--- src/rtl/reg_bus_arbiter.sv ---
// reg_bus_arbiter: round-robin arbiter that lets two requesters (A, B) share
// one register bus. A grant is taken in IDLE. The latched transaction is then
// driven on the bus for one cycle (BUS). Reads wait one more cycle (RWAIT) for
// the slave's registered data. The granted requester gets a one-cycle ack (ACK).
//
// Ports
//   i_clk, i_rst                 clock (rising edge), synchronous active-high reset
//   i_{a,b}_req/we/addr/wdata    requester transaction inputs (req is level, held until ack)
//   o_{a,b}_ack                  one-cycle completion pulse to the granted requester
//   o_rdata, o_err               read data / error flag, valid in the ack cycle
//   o_busy                       high whenever the FSM is not in IDLE
//   o_addr, o_wdata, o_wen       register-bus address, write data, write strobe
//   i_q                          register-bus read data (valid one cycle after o_addr)
//
// Configuration
//   REG_BUS_ARB_ADDR_CHK_EN      when defined, only addresses 0x0000/2/4/6 reach the
//                                bus. Any other address is acked at once with o_err=1.
module reg_bus_arbiter #(
   parameter int unsigned ADDR_W = 16,
   parameter int unsigned DATA_W = 16
) (
   input  logic              i_clk,
   input  logic              i_rst,
   input  logic              i_a_req,
   input  logic              i_a_we,
   input  logic [ADDR_W-1:0] i_a_addr,
   input  logic [DATA_W-1:0] i_a_wdata,
   output logic              o_a_ack,
   input  logic              i_b_req,
   input  logic              i_b_we,
   input  logic [ADDR_W-1:0] i_b_addr,
   input  logic [DATA_W-1:0] i_b_wdata,
   output logic              o_b_ack,
   output logic [DATA_W-1:0] o_rdata,
   output logic              o_err,
   output logic              o_busy,
   output logic [ADDR_W-1:0] o_addr,
   output logic [DATA_W-1:0] o_wdata,
   output logic              o_wen,
   input  logic [DATA_W-1:0] i_q
);

   typedef enum logic [1:0] {
      IDLE  = 2'd0,
      BUS   = 2'd1,
      RWAIT = 2'd2,
      ACK   = 2'd3
   } state_t;

   state_t state;
   logic   ptr;      // 0 = A preferred, 1 = B preferred
   logic   gnt_b;    // granted requester of the transaction in flight
   logic   lat_we;   // latched direction of the transaction in flight

   logic              any_req_c;
   logic              grant_b_c;
   logic              sel_we_c;
   logic [ADDR_W-1:0] sel_addr_c;
   logic [DATA_W-1:0] sel_wdata_c;
   logic              addr_ok_c;

   // Arbitration: a sole requester wins; on a tie the pointer decides.
   always_comb begin
      any_req_c   = i_a_req | i_b_req;
      grant_b_c   = i_b_req & (~i_a_req | ptr);
      sel_we_c    = grant_b_c ? i_b_we    : i_a_we;
      sel_addr_c  = grant_b_c ? i_b_addr  : i_a_addr;
      sel_wdata_c = grant_b_c ? i_b_wdata : i_a_wdata;
   end

   // Address window: only the four even word addresses 0..6 are decoded.
`ifdef REG_BUS_ARB_ADDR_CHK_EN
   always_comb begin
      addr_ok_c = (sel_addr_c[ADDR_W-1:3] == '0) && (sel_addr_c[0] == 1'b0);
   end
`else
   always_comb begin
      addr_ok_c = 1'b1;
   end
`endif

   // FSM with all outputs registered alongside the state.
   always_ff @(posedge i_clk) begin
      if (i_rst) begin
         state   <= IDLE;
         ptr     <= 1'b0;
         gnt_b   <= 1'b0;
         lat_we  <= 1'b0;
         o_a_ack <= 1'b0;
         o_b_ack <= 1'b0;
         o_rdata <= '0;
         o_err   <= 1'b0;
         o_busy  <= 1'b0;
         o_addr  <= '0;
         o_wdata <= '0;
         o_wen   <= 1'b0;
      end else begin
         // Pulse outputs default low; only the cycle entering their state raises them.
         o_a_ack <= 1'b0;
         o_b_ack <= 1'b0;
         o_wen   <= 1'b0;
         unique case (state)
            IDLE: begin
               if (any_req_c) begin
                  gnt_b   <= grant_b_c;
                  lat_we  <= sel_we_c;
                  ptr     <= ~grant_b_c;
                  o_rdata <= '0;
                  o_busy  <= 1'b1;
                  if (addr_ok_c) begin
                     state   <= BUS;
                     o_addr  <= sel_addr_c;
                     o_wdata <= sel_wdata_c;
                     o_wen   <= sel_we_c;
                     o_err   <= 1'b0;
                  end else begin
                     // Rejected address: skip the bus and ack with error next cycle.
                     state   <= ACK;
                     o_err   <= 1'b1;
                     o_a_ack <= ~grant_b_c;
                     o_b_ack <= grant_b_c;
                  end
               end
            end
            BUS: begin
               if (lat_we) begin
                  state   <= ACK;
                  o_a_ack <= ~gnt_b;
                  o_b_ack <= gnt_b;
               end else begin
                  state <= RWAIT;
               end
            end
            RWAIT: begin
               // Slave data is valid now, one cycle after the address was presented.
               state   <= ACK;
               o_rdata <= i_q;
               o_a_ack <= ~gnt_b;
               o_b_ack <= gnt_b;
            end
            ACK: begin
               state  <= IDLE;
               o_busy <= 1'b0;
               o_err  <= 1'b0;
            end
            default: begin
               state  <= IDLE;
               o_busy <= 1'b0;
            end
         endcase
      end
   end

endmodule

--- config.mk ---
export PLATFORM = sky130hd
export DESIGN_NAME = reg_bus_arbiter
export DESIGN_NICKNAME = d
export VERILOG_FILES = /design/src/rtl/reg_bus_arbiter.sv
export SDC_FILE = /design/constraint.sdc
export NUM_CORES = 1
export LEC_CHECK = 0
export ABC_AREA = 0
export BUFFER_PORTS_ARGS = -buffer_cell sky130_fd_sc_hd__buf_2
export CORE_MARGIN = 8
export CORE_UTILIZATION = 32
export CTS_CLUSTER_DIAMETER = 100
export DETAILED_ROUTE_END_ITERATION = 10
export HOLD_SLACK_MARGIN = 0.1
export PLACE_DENSITY_LB_ADDON = 0.25
export SYNTH_ARGS = -nofsm -noshare
export SYNTH_HDL_FRONTEND = slang
export SYNTH_SLANG_ARGS = --single-unit
--- constraint.sdc ---
create_clock -name i_clk -period 4.5 [get_ports i_clk]
set_clock_uncertainty 0.2 [all_clocks]
set_input_delay 0 -clock i_clk [delete_from_list [all_inputs] [get_ports i_clk]]
set_output_delay 0 -clock i_clk [all_outputs]
set_load 0.02 [all_outputs]
==> results of run 1 <==
## cell families after synthesis
group,count (synthesis),share of synthesized area
AO/OA/AOI/OAI,78,0.235
AND/OR/NAND/NOR,77,0.201
buffers and inverters,28,0.0617
other,1,0.00152
adder cells (fa/ha/maj),7,0.0354
multiplexers,1,0.00404
flip-flops,57,0.461
## through the flow
stage	area (sq um)	instances
2_1_floorplan	2470	249
3_3_place_gp	3190	468
3_5_place_dp	3190	468
## synth_stat cells
library cell,instances
o21ai_0,17
a211oi_1,1
mux2i_1,1
nor4b_1,1
clkbuf_1,6
inv_1,3
nor2_1,2
conb_1,1
buf_2,14
ha_1,7
a211oi_2,1
nand2_1,20
o21bai_1,1
buf_6,3
or2_2,1
and2b_1,1
a2111oi_0,1
or3_1,16
a311oi_1,1
nor3_4,1
nor4bb_1,1
dfxtp_1,57
buf_4,2
o21a_1,1
a22o_1,1
a21oi_1,21
nor3b_1,33
a221o_1,33
nor3b_4,1
==> results.tsv, run 1 <==
metric	value	unit
status	did not finish	
synth_seq_cells	57	
yosysTopAreaCell	dfxtp_1	
clk_path_buf_depth	2	
yosysTopAreaCellShare	0.461	
yosysWarnings	0	
ys_seq_area_frac	0.461	
die_h	104	microns
syn_avg_cell_area	9.94	sq um
port_buffers	137	
error_line	[ERROR RSZ-0060] Max buffer count reached.	
place.gp.congestion	0.672	
syn_area	0.00247	sq mm
die_w	104	microns
place_ws	2.08	ns
cts_sinks	57	
cts_resized	0	
placementRows	32	
synthTopCellsByArea	dfxtp_1 (46%), a221o_1 (13%), nor3b_1 (10%)	
hpwl	5180	microns
synth_cell_types	29	
stop_stage	clock tree synthesis	
synth_fp_nets	342	
cts-htree-levels	3	
initial_utilization	0.325	
tritoncts.num_buffers	9	
cts_setup_buffers	0	
syn_inst	249	
io_pins	139	
cts_root_buf	clkbuf_8	
hold_buffers	101	
==> run 2: changes to the inputs <==
CORE_UTILIZATION = 20   (was 32)
CTS_CLUSTER_DIAMETER = unset   (was 100)
HOLD_SLACK_MARGIN = unset   (was 0.1)
PLACE_DENSITY_LB_ADDON = 0.15   (was 0.25)
==> run 2 against run 1 <==
  * Area after synthesis stayed put
  * The flow now finishes without violations
  * Synthesized cell count stayed put
==> results.tsv, run 2 <==
metric	value	unit	change
rr_startpoint	state[0]$_SDFFE_PP0P_		
arrival	3.38	ns	
tritoncts.num_buffers	9		unchanged
syn_avg_cell_area	9.94	sq um	unchanged
worstMarginPinSlew	1.18	ns	
wl	9130	microns	
status	complete, no violations		
wl_per_cell	14.4	microns	
grt_max_degree	37		
tns	0	ns	
yosysMostFrequentCell	dfxtp_1		
hp-class	in -> reg		
synth-edff-count	0		unchanged
worst_slack	1.12	ns	
die-area	0.0162	sq mm	
min_to	o_addr[7]$_SDFFE_PP0P_		
synth_fp_nets	342		unchanged
holdPathStages	3		
port_buffers	137		unchanged
fin_crit_sh	0.750		
cts_setup_buffers	0		unchanged
hold_viol	0		
maxCapViolations	0		
rrSetupSlack	1.12	ns	
grt_pass1_wl	15000	microns	
async_flop_share	0		unchanged
die_h	127	microns	+22%
syn_area	0.00247	sq mm	unchanged
worst_setup_path_end_kind	flip-flop		
drtPass1Iterations	4		
rsz0062_at_grt	no		
antenna_found_initial	0		
overflow	0		
cts-htree-levels	3		unchanged
rr_worst_depth	7		
total_power	2.27	mW	
clock_latency	0.32	ns	
antenna_left	0		
viasPerCell	4.31		
vias	2735		
grt_usage	0.113		
powerDensity	511	mW/mm^2	
area_delta_synth_final	79.1	%	
startpoint_type	flip-flop		
cts.clk_slew.worst_paths	0.05	ns	
rr_endpoint	o_wdata[14]$_SDFFE_PP0P_		
final_cell_mix	buf_2 (137), dlygate4sd3_1 (86), dfxtp_1 (57)		
syn_inst	249		unchanged
io_pins	139		unchanged
design_area	0.00443	sq mm	
max-slew-margin-rel	0.215		
layout_min_cycle_time	3.38	ns	
initial_utilization	0.205		-0.120
fin_nets	556		
drt_iter0_markers	113		
cp_max_fo	27		
clk_path_buf_depth	2		unchanged
irDropWorstVdd	0.203	mV	
hpwl	5870	microns	+13%
worst_ep_required_time	4.50	ns	
yosysTopAreaCell	dfxtp_1		
ys_seq_area_frac	0.461		unchanged
reg_top3	o_addr x16, o_rdata x16, o_wdata x16		
dpl-instance-area	0.00327	sq mm	+2.6%
place_ws	1.67	ns	-0.407 ns
cts_root_buf	clkbuf_16		
place.gp.congestion	0.716		+6.6%
die_w	127	microns	+22%
final_layout_size_suffix_gt1_frac	0.343		
cts_tree	built		
placementRows	40		+25%
coreArea	0.0121	sq mm	
synth_ff_type	dfxtp_1		
grt_pass1_vias	2990		
mostFrequentLayoutCell	buf_2		
synth_seq_cells	57		unchanged
diodes	0		
yosysTopAreaCellShare	0.461		unchanged
yosysWarnings	0		unchanged
power.leakage	2.00	nW	
path_class	reg -> reg		
synthTopCellsByArea	dfxtp_1 (46%), a221o_1 (13%), nor3b_1 (10%)		
postLayoutCoreUtil	0.367		
synth_common_cells	dfxtp_1 (57), a221o_1 (33), nor3b_1 (33), a21oi_1 (21), nand2_1 (20)		
max_freq	0.296	GHz	
min_from	i_a_addr[7]		
drv_slew	0		
setup_violations	0		
drc	0		
synth_cell_types	29		unchanged
cts_sinks	57		unchanged
run 2: critical path, cell delays in order, from the launching register on:
cell	delay, ns
dfxtp_1	0.34
inv_1	0.18
ha_1	0.32
o21a_1	0.96
buf_4	0.32
nor3b_1	0.07
a221o_1	0.30
dlygate4sd3_1	0.56
run 2: how the worst max path moves through the flow:
stage,startpoint,to,cells past startpoint
floorplan,state[0]$_SDFFE_PP0P_,state[1]$_SDFFE_PP0P_,7
global placement,state[0]$_SDFFE_PP0P_,o_wdata[15]$_SDFFE_PP0P_,6
detailed placement,state[0]$_SDFFE_PP0P_,o_addr[12]$_SDFFE_PP0P_,6
CTS,state[0]$_SDFFE_PP0P_,o_wdata[14]$_SDFFE_PP0P_,7
global route,state[0]$_SDFFE_PP0P_,o_wdata[14]$_SDFFE_PP0P_,7
finish,state[0]$_SDFFE_PP0P_,o_wdata[14]$_SDFFE_PP0P_,7
run 2: cells by family after synthesis:
group | synth area share
AOI/OAI and AO/OA | 0.235
and+or+nand+nor | 0.201
DFF | 0.461
buffers and inverters | 0.0617
adders and majority gates | 0.0354
muxes | 0.00404
other | 0.00152
run 2: final cells by class:
class,instances,area (sq um)
timing repair buffer,228,1580
clock buffer,12,256
clock inverter,3,40.0
tap,168,210
multi-input combinational,164,1190
inverter,3,11.3
fill,1234,7630
sequential,57,1140
run 2: layer usage:
layer,global-route usage,share of wire
met1,0.136,0.46
met3,0.0462,0.083
met4,0.0357,0.0075
met2,0.181,0.45
met5,0,0
run 2: power by group:
| group | switching, mW | internal, mW | total, mW | leakage (nW) |
|---|---|---|---|---|
| sequential | 0.0637 | 0.621 | 0.685 | 0.467 |
| clock | 0.225 | 0.453 | 0.678 | 0.148 |
| combinational | 0.491 | 0.411 | 0.902 | 1.38 |
| total | 0.780 | 1.49 | 2.27 | 2.00 |
run 2: repair_timing:
action | in CTS | in global routing
hold buffers | 86 | 0
hold endpoints to repair | 52 | 0
resized for setup | 0 | 0
run 2: metrics by stage:
| stage | hold slack [ns] | cells |
|---|---|---|
| after floorplan | -0.0813 | 249 |
| after global placement | 0.0215 | 534 |
| after detailed placement | 0.0249 | 534 |
| after CTS | 0.221 | 635 |
| after global routing | 0.235 | 635 |
| final | 0.237 | 635 |
Note: power is estimated with default switching activity, not from simulation.
==> run 3: changes to the inputs <==
ABC_AREA = 1   (was 0)
clock period = 2.71 ns   (was 4.5 ns; I/O delays follow)
==> run 3 against run 2 <==
  * Wire length is 23% higher
  * Via count rose by 21%
  * Register-to-register slack got worse by 0.70 ns
  * Power is 73% higher
  * Cell count rose by 24%
  * Worst hold slack got worse by 0.071 ns
  * First-iteration DRC count rose by 18%
  * Die area increased by 9.4%
  * Non-clock buffer count stayed put
  * Critical path type unchanged
  * Critical endpoint is now o_rdata[10]$_SDFFE_PP0P_
  * Largest power group unchanged
==> results.tsv, run 3 <==
metric	value	unit	change
status	complete, no violations		
cts-htree-levels	3		unchanged
design_area	0.00469	sq mm	+5.7%
maxCapViolations	0		unchanged
clk_path_buf_depth	2		unchanged
worst_ep_required_time	2.70	ns	-1.80 ns
antenna_found_initial	0		unchanged
antenna_left	0		unchanged
layoutNonFillerInstCount	790		+24%
synthTopCellsByArea	dfxtp_1 (42%), nand2_1 (10%), nand3_1 (10%)		
hold_buffers	84		-2.3%
min_from	i_b_req		
clock_latency	0.33	ns	about the same
setup_violations	0		unchanged
synth_cell_types	20		-31%
cts_sinks	57		unchanged
dp.cells	690		+29%
syn_inst	401		+61%
cts_tree	built		
grt_pass1_vias	3550		+19%
initial_utilization	0.206		+0.00110
synth-edff-count	0		unchanged
p_int	2.31	mW	+56%
port_buffers	137		unchanged
min_to	o_wdata[3]$_SDFFE_PP0P_		
cts_resized	0		unchanged
coreArea	0.0133	sq mm	+10%
rsz0062_at_grt	no		
worst_setup_path_end_kind	flip-flop		
grt_pass1_wl	18300	microns	+22%
p_sw	1.60	mW	+110%
wl_per_cell	14.2	microns	-1.4%
fin_nets	702		+26%
synth_common_cells	nand2_1 (74), nor2_1 (72), dfxtp_1 (57), nand3_1 (55), inv_1 (38)		
async_flop_share	0		unchanged
place.gp.congestion	0.707		-1.2%
rr_endpoint	o_rdata[10]$_SDFFE_PP0P_		
hold_viol	0		unchanged
hp-class	in -> reg		
path_class	reg -> reg		
worstMarginPinSlew	0.728	ns	-0.449 ns
die_w	133	microns	+4.6%
reg_top3	o_addr x16, o_rdata x16, o_wdata x16		
arrival	2.28	ns	-1.10 ns
overflow	0		unchanged
startpoint_type	flip-flop		
place_ws	0.388	ns	-1.28 ns
cts.clk_slew.worst_paths	0.06	ns	about the same
drc	0		unchanged
worst_slack	0.425	ns	-0.699 ns
rr_worst_depth	7		unchanged
grt_max_degree	44		+19%
final_layout_size_suffix_gt1_frac	0.272		-0.0706
max-slew-margin-rel	0.513		+0.298
irDropWorstVdd	0.294	mV	+45%
diodes	0		unchanged
total_power	3.91	mW	+73%
cp_max_fo	18		-33%
drt_iter0_markers	133		+18%
drv_slew	0		unchanged
grt_usage	0.126		+0.0130
rrSetupSlack	0.43	ns	-0.70 ns
power.leakage	2.39	nW	+20%
holdPathStages	5		+2
clockPowerShare	0.292		-0.007
rr_startpoint	state[1]$_SDFFE_PP0P_		
mostFrequentLayoutCell	buf_2		
hpwl	7100	microns	+21%
layout_min_cycle_time	2.28	ns	-1.09 ns
synth_seq_cells	57		unchanged
syn_avg_cell_area	6.84	sq um	-31%
yosysMostFrequentCell	nand2_1		
dpl-instance-area	0.00355	sq mm	+8.3%
seqPwrFrac	0.288		-0.014
vias	3305		+21%
powerDensity	835	mW/mm^2	+63%
yosysWarnings	0		unchanged
drtPass1Iterations	4		unchanged
wl	11200	microns	+23%
io_pins	139		unchanged
area_delta_synth_final	70.8	%	
fin_crit_sh	0.843		+0.0929
ys_seq_area_frac	0.416		-0.0450
viasPerCell	4.18		-2.9%
die_h	133	microns	+4.6%
cts_setup_buffers	0		unchanged
max_freq	0.438	GHz	+48%
yosysTopAreaCellShare	0.416		-0.0450
yosysTopAreaCell	dfxtp_1		
combPwrFrac	0.420		+0.022
syn_area	0.00274	sq mm	+11%
tns	0	ns	unchanged
final_cell_mix	buf_2 (137), dlygate4sd3_1 (84), nand2_1 (74)		
tritoncts.num_buffers	9		unchanged
sw_frac_of_total	0.410		+0.0654
placementRows	42		+5.0%
cts_root_buf	clkbuf_16		
die-area	0.0177	sq mm	+9.4%
synth_fp_nets	494		+44%
synth_ff_type	dfxtp_1		
==> run 3: changes by cell type in the layout (fill, tap and decap cells not counted), moves of 14 or more <==
cell     previous run  this run
or3_1              16         0
nor2_1              2        72
inv_1               3        38
nand4_1             0        32
o21ai_0            17         3
nand3_1             0        55
nor3b_1            33         0
a221o_1            33         0
nand2_1            20        74
==> run 3: how the worst max path moves through the flow <==
stage                     cells past startpoint  slack [ns]             startpoint                  endpoint
after global placement                        7        0.46  state[0]$_SDFFE_PP0P_  o_rdata[15]$_SDFFE_PP0P_
after global routing                          7        0.21  state[0]$_SDFFE_PP0P_  o_rdata[11]$_SDFFE_PP0P_
final                                         7        0.43  state[1]$_SDFFE_PP0P_  o_rdata[10]$_SDFFE_PP0P_
after floorplan                               9        0.99  state[0]$_SDFFE_PP0P_  o_rdata[15]$_SDFFE_PP0P_
after detailed placement                      7        0.39  state[0]$_SDFFE_PP0P_  o_rdata[10]$_SDFFE_PP0P_
after CTS                                     7        0.39  state[1]$_SDFFE_PP0P_  o_rdata[10]$_SDFFE_PP0P_
==> run 3: layer usage <==
metal / GRT usage / vias up / share of wire
met5: 0 / - / 0
met3: 0.0376 / 14 / 0.063
met4: 0.0393 / 0 / 0.013
met1: 0.147 / 1473 / 0.44
li1: - / 1709 / -
met2: 0.218 / 109 / 0.49
==> run 3: power by group through the flow <==
stage               clock (mW)  combinational [mW]  sequential [mW]
finish                    1.14                1.64             1.13
global route              1.21                1.84             1.15
CTS                       1.18                1.68             1.13
detailed placement           0                1.58             1.15
global placement             0                1.57             1.14
floorplan                    0               0.897             1.32
==> run 3: kinds of logic after synthesis <==
logic type / count (synthesis) / synth area share
DFF: 57 / 0.416
adders and majority gates: 7 / 0.0319
other: 1 / 0.00137
buffers and inverters: 70 / 0.110
AOI/OAI and AO/OA: 27 / 0.0534
and+or+nand+nor: 239 / 0.387
==> run 3: worst max-delay path, stage by stage, from the launching register on <==
cell and delay [ns]:
dfxtp_1 0.35, inv_1 0.15, ha_2 0.50, inv_2 0.09
nand2_2 0.31, nand2_2 0.29, nand3_1 0.18, a21oi_1 0.08
==> run 3: area by class of cell <==
class,count,area [sq um]
clock inverter,5,55.1
fill,1408,8610
multi-input combinational,274,1300
tap,176,220
inverter,39,146
timing repair buffer,228,1580
sequential,57,1140
clock buffer,11,243
==> run 3: through the flow <==
stage                     hold slack [ns]   util
after floorplan                   -0.0399      -
after global placement             0.0718  0.267
after detailed placement           0.0767  0.267
after CTS                           0.144  0.352
after global routing                0.198  0.352
final                               0.165  0.352
==> run 4: changes to the inputs <==
ABC_AREA = 0   (was 1)
clock period = 2.1 ns   (was 2.71 ns; I/O delays follow)
==> run 4 against run 3 <==
  * Critical path depth shrank 1
  * Wire length shrank 17%
  * Sequential share of layout area grew 1.1 points
  * Die area shrank 8.6%
  * Non-clock buffer count grew 2
  * Cell count shrank 19%
  * Worst hold slack lost 0.038 ns
  * Sequential cell count is the same
  * Count of clock-buffer cells in the layout grew 2
  * Global-route usage shrank 1.0 points
==> results.tsv, run 4 (synthesized netlist as in run 2, its figures left out) <==
metric	value	unit	change
io_pins	139		unchanged
final_cell_mix	buf_2 (137), dlygate4sd3_1 (85), dfxtp_1 (57)		
placementRows	40		-4.8%
cts_tree	built		
grt_pass1_vias	3045		-14%
crit_path_end	o_rdata[0]$_SDFFE_PP0P_		
initial_utilization	0.205		-0.00110
arrival	1.96	ns	-0.32 ns
diodes	0		unchanged
rsz0062_at_grt	no		
rr_endpoint	o_rdata[0]$_SDFFE_PP0P_		
irDropWorstVdd	0.521	mV	+77%
mostFrequentLayoutCell	buf_2		
overflow	0		unchanged
crit_start	state[1]$_SDFFE_PP0P_		
hpwl	5930	microns	-17%
cts_root_buf	clkbuf_16		
drv_slew	0		unchanged
antenna_left	0		unchanged
startpoint_type	flip-flop		
hold_viol	0		unchanged
clock_latency	0.32	ns	about the same
worst_slack	0.190	ns	-0.235 ns
tritoncts.num_buffers	9		unchanged
grt_max_degree	35		-20%
cts.clk_slew.worst_paths	0.05	ns	about the same
power.leakage	1.95	nW	-18%
place.gp.congestion	0.689		-2.5%
grt_usage	0.116		-0.0105
place_ws	0.117	ns	-0.270 ns
tns	0	ns	unchanged
hp-class	in -> reg		
status	complete, no violations		
cp_max_fo	32		+14
drtPass1Iterations	4		unchanged
rr_startpoint	state[1]$_SDFFE_PP0P_		
nFillCells	1183		-16%
setup_violations	0		unchanged
die_h	127	microns	-4.4%
grt_pass1_wl	15100	microns	-17%
worst_ep_required_time	2.15	ns	-0.55 ns
wl	9340	microns	-17%
wl_per_cell	14.6	microns	+3.3%
coreArea	0.0121	sq mm	-9.3%
die-area	0.0162	sq mm	-8.6%
path_class	reg -> reg		
seq_area	0.00114	sq mm	unchanged
cts-htree-levels	3		unchanged
drt_iter0_markers	103		-23%
powerDensity	1040	mW/mm^2	+25%
die_w	127	microns	-4.4%
rr_worst_depth	6		-1
maxCapViolations	0		unchanged
clk_path_buf_depth	2		unchanged
port_buffers	137		unchanged
multi_input_area	0.00119	sq mm	-8.5%
final_layout_size_suffix_gt1_frac	0.349		+0.0769
rrSetupSlack	0.19	ns	-0.23 ns
vias	2771		-16%
fin_crit_sh	0.909		+0.0662
drc	0		unchanged
max_freq	0.524	GHz	+20%
cts_sinks	57		unchanged
viasPerCell	4.34		+3.8%
fin_nets	558		-21%
reg_top3	o_addr x16, o_rdata x16, o_wdata x16		
area_delta_synth_final	81.3	%	
total_power	4.67	mW	+19%
antenna_found_initial	0		unchanged
worst_setup_path_end_kind	flip-flop		
layout_min_cycle_time	1.91	ns	-0.375 ns
## run 4: power breakdown
part / leakage (nW) / switching (mW) / internal, mW / total (mW)
clock network: 0.139 / 0.489 / 0.855 / 1.34
registers: 0.467 / 0.132 / 1.33 / 1.46
logic: 1.34 / 1.05 / 0.819 / 1.87
total: 1.95 / 1.67 / 3.01 / 4.67
## run 4: layout make-up
type                       instances  share of cell area
tap                              168              0.0468
timing repair buffer             230               0.370
clock inverter                     3             0.00335
sequential                        57               0.254
clock buffer                      13              0.0580
multi-input combinational        164               0.265
inverter                           3             0.00251
## run 4: worst min path at each step
stage / to / cells after the start / from / slack, ns
after floorplan: ptr$_SDFFE_PP0P_ / 1 / i_b_req / -0.08
after global placement: o_addr[14]$_SDFFE_PP0P_ / 2 / i_b_addr[14] / 0.02
after detailed placement: o_wdata[2]$_SDFFE_PP0P_ / 2 / i_b_wdata[2] / 0.02
after CTS: o_addr[5]$_SDFFE_PP0P_ / 3 / i_rst / 0.13
after global routing: o_addr[5]$_SDFFE_PP0P_ / 3 / i_rst / 0.15
final: o_addr[11]$_SDFFE_PP0P_ / 3 / i_rst / 0.13
## run 4: metal layers
layer	share of wire	track usage	routed length [microns]
met3	0.093	0.0562	865
met2	0.46	0.191	4290
met1	0.44	0.128	4060
met4	0.013	0.0392	119
met5	0	0	0
## run 4: worst max-delay path, cell delays in order (launching register included)
cell	delay [ns]
dfxtp_1	0.42
inv_1	0.13
ha_2	0.23
nor3b_4	0.18
buf_12	0.16
or3_1	0.36
a21oi_1	0.15
## run 4: stage by stage
step | std cells | area (sq um) | utilization | hold slack (ns)
3_3_place_gp | 537 | 3360 | 0.279 | 0.0225
3_5_place_dp | 537 | 3360 | 0.279 | 0.0247
2_1_floorplan | 249 | 2470 | - | -0.0813
5_1_grt | 638 | 4490 | 0.372 | 0.151
4_1_cts | 638 | 4490 | 0.372 | 0.129
6_report | 638 | 4490 | 0.372 | 0.127
## run 4: repair_timing
| action | 4_1_cts | 5_1_grt |
|---|---|---|
| endpoints found under the hold margin | 54 | 0 |
| setup buffers | 0 | 0 |
| setup endpoints to repair | 0 | 7 |
| hold buffers | 85 | 0 |
| gates resized for setup | 0 | 1 |
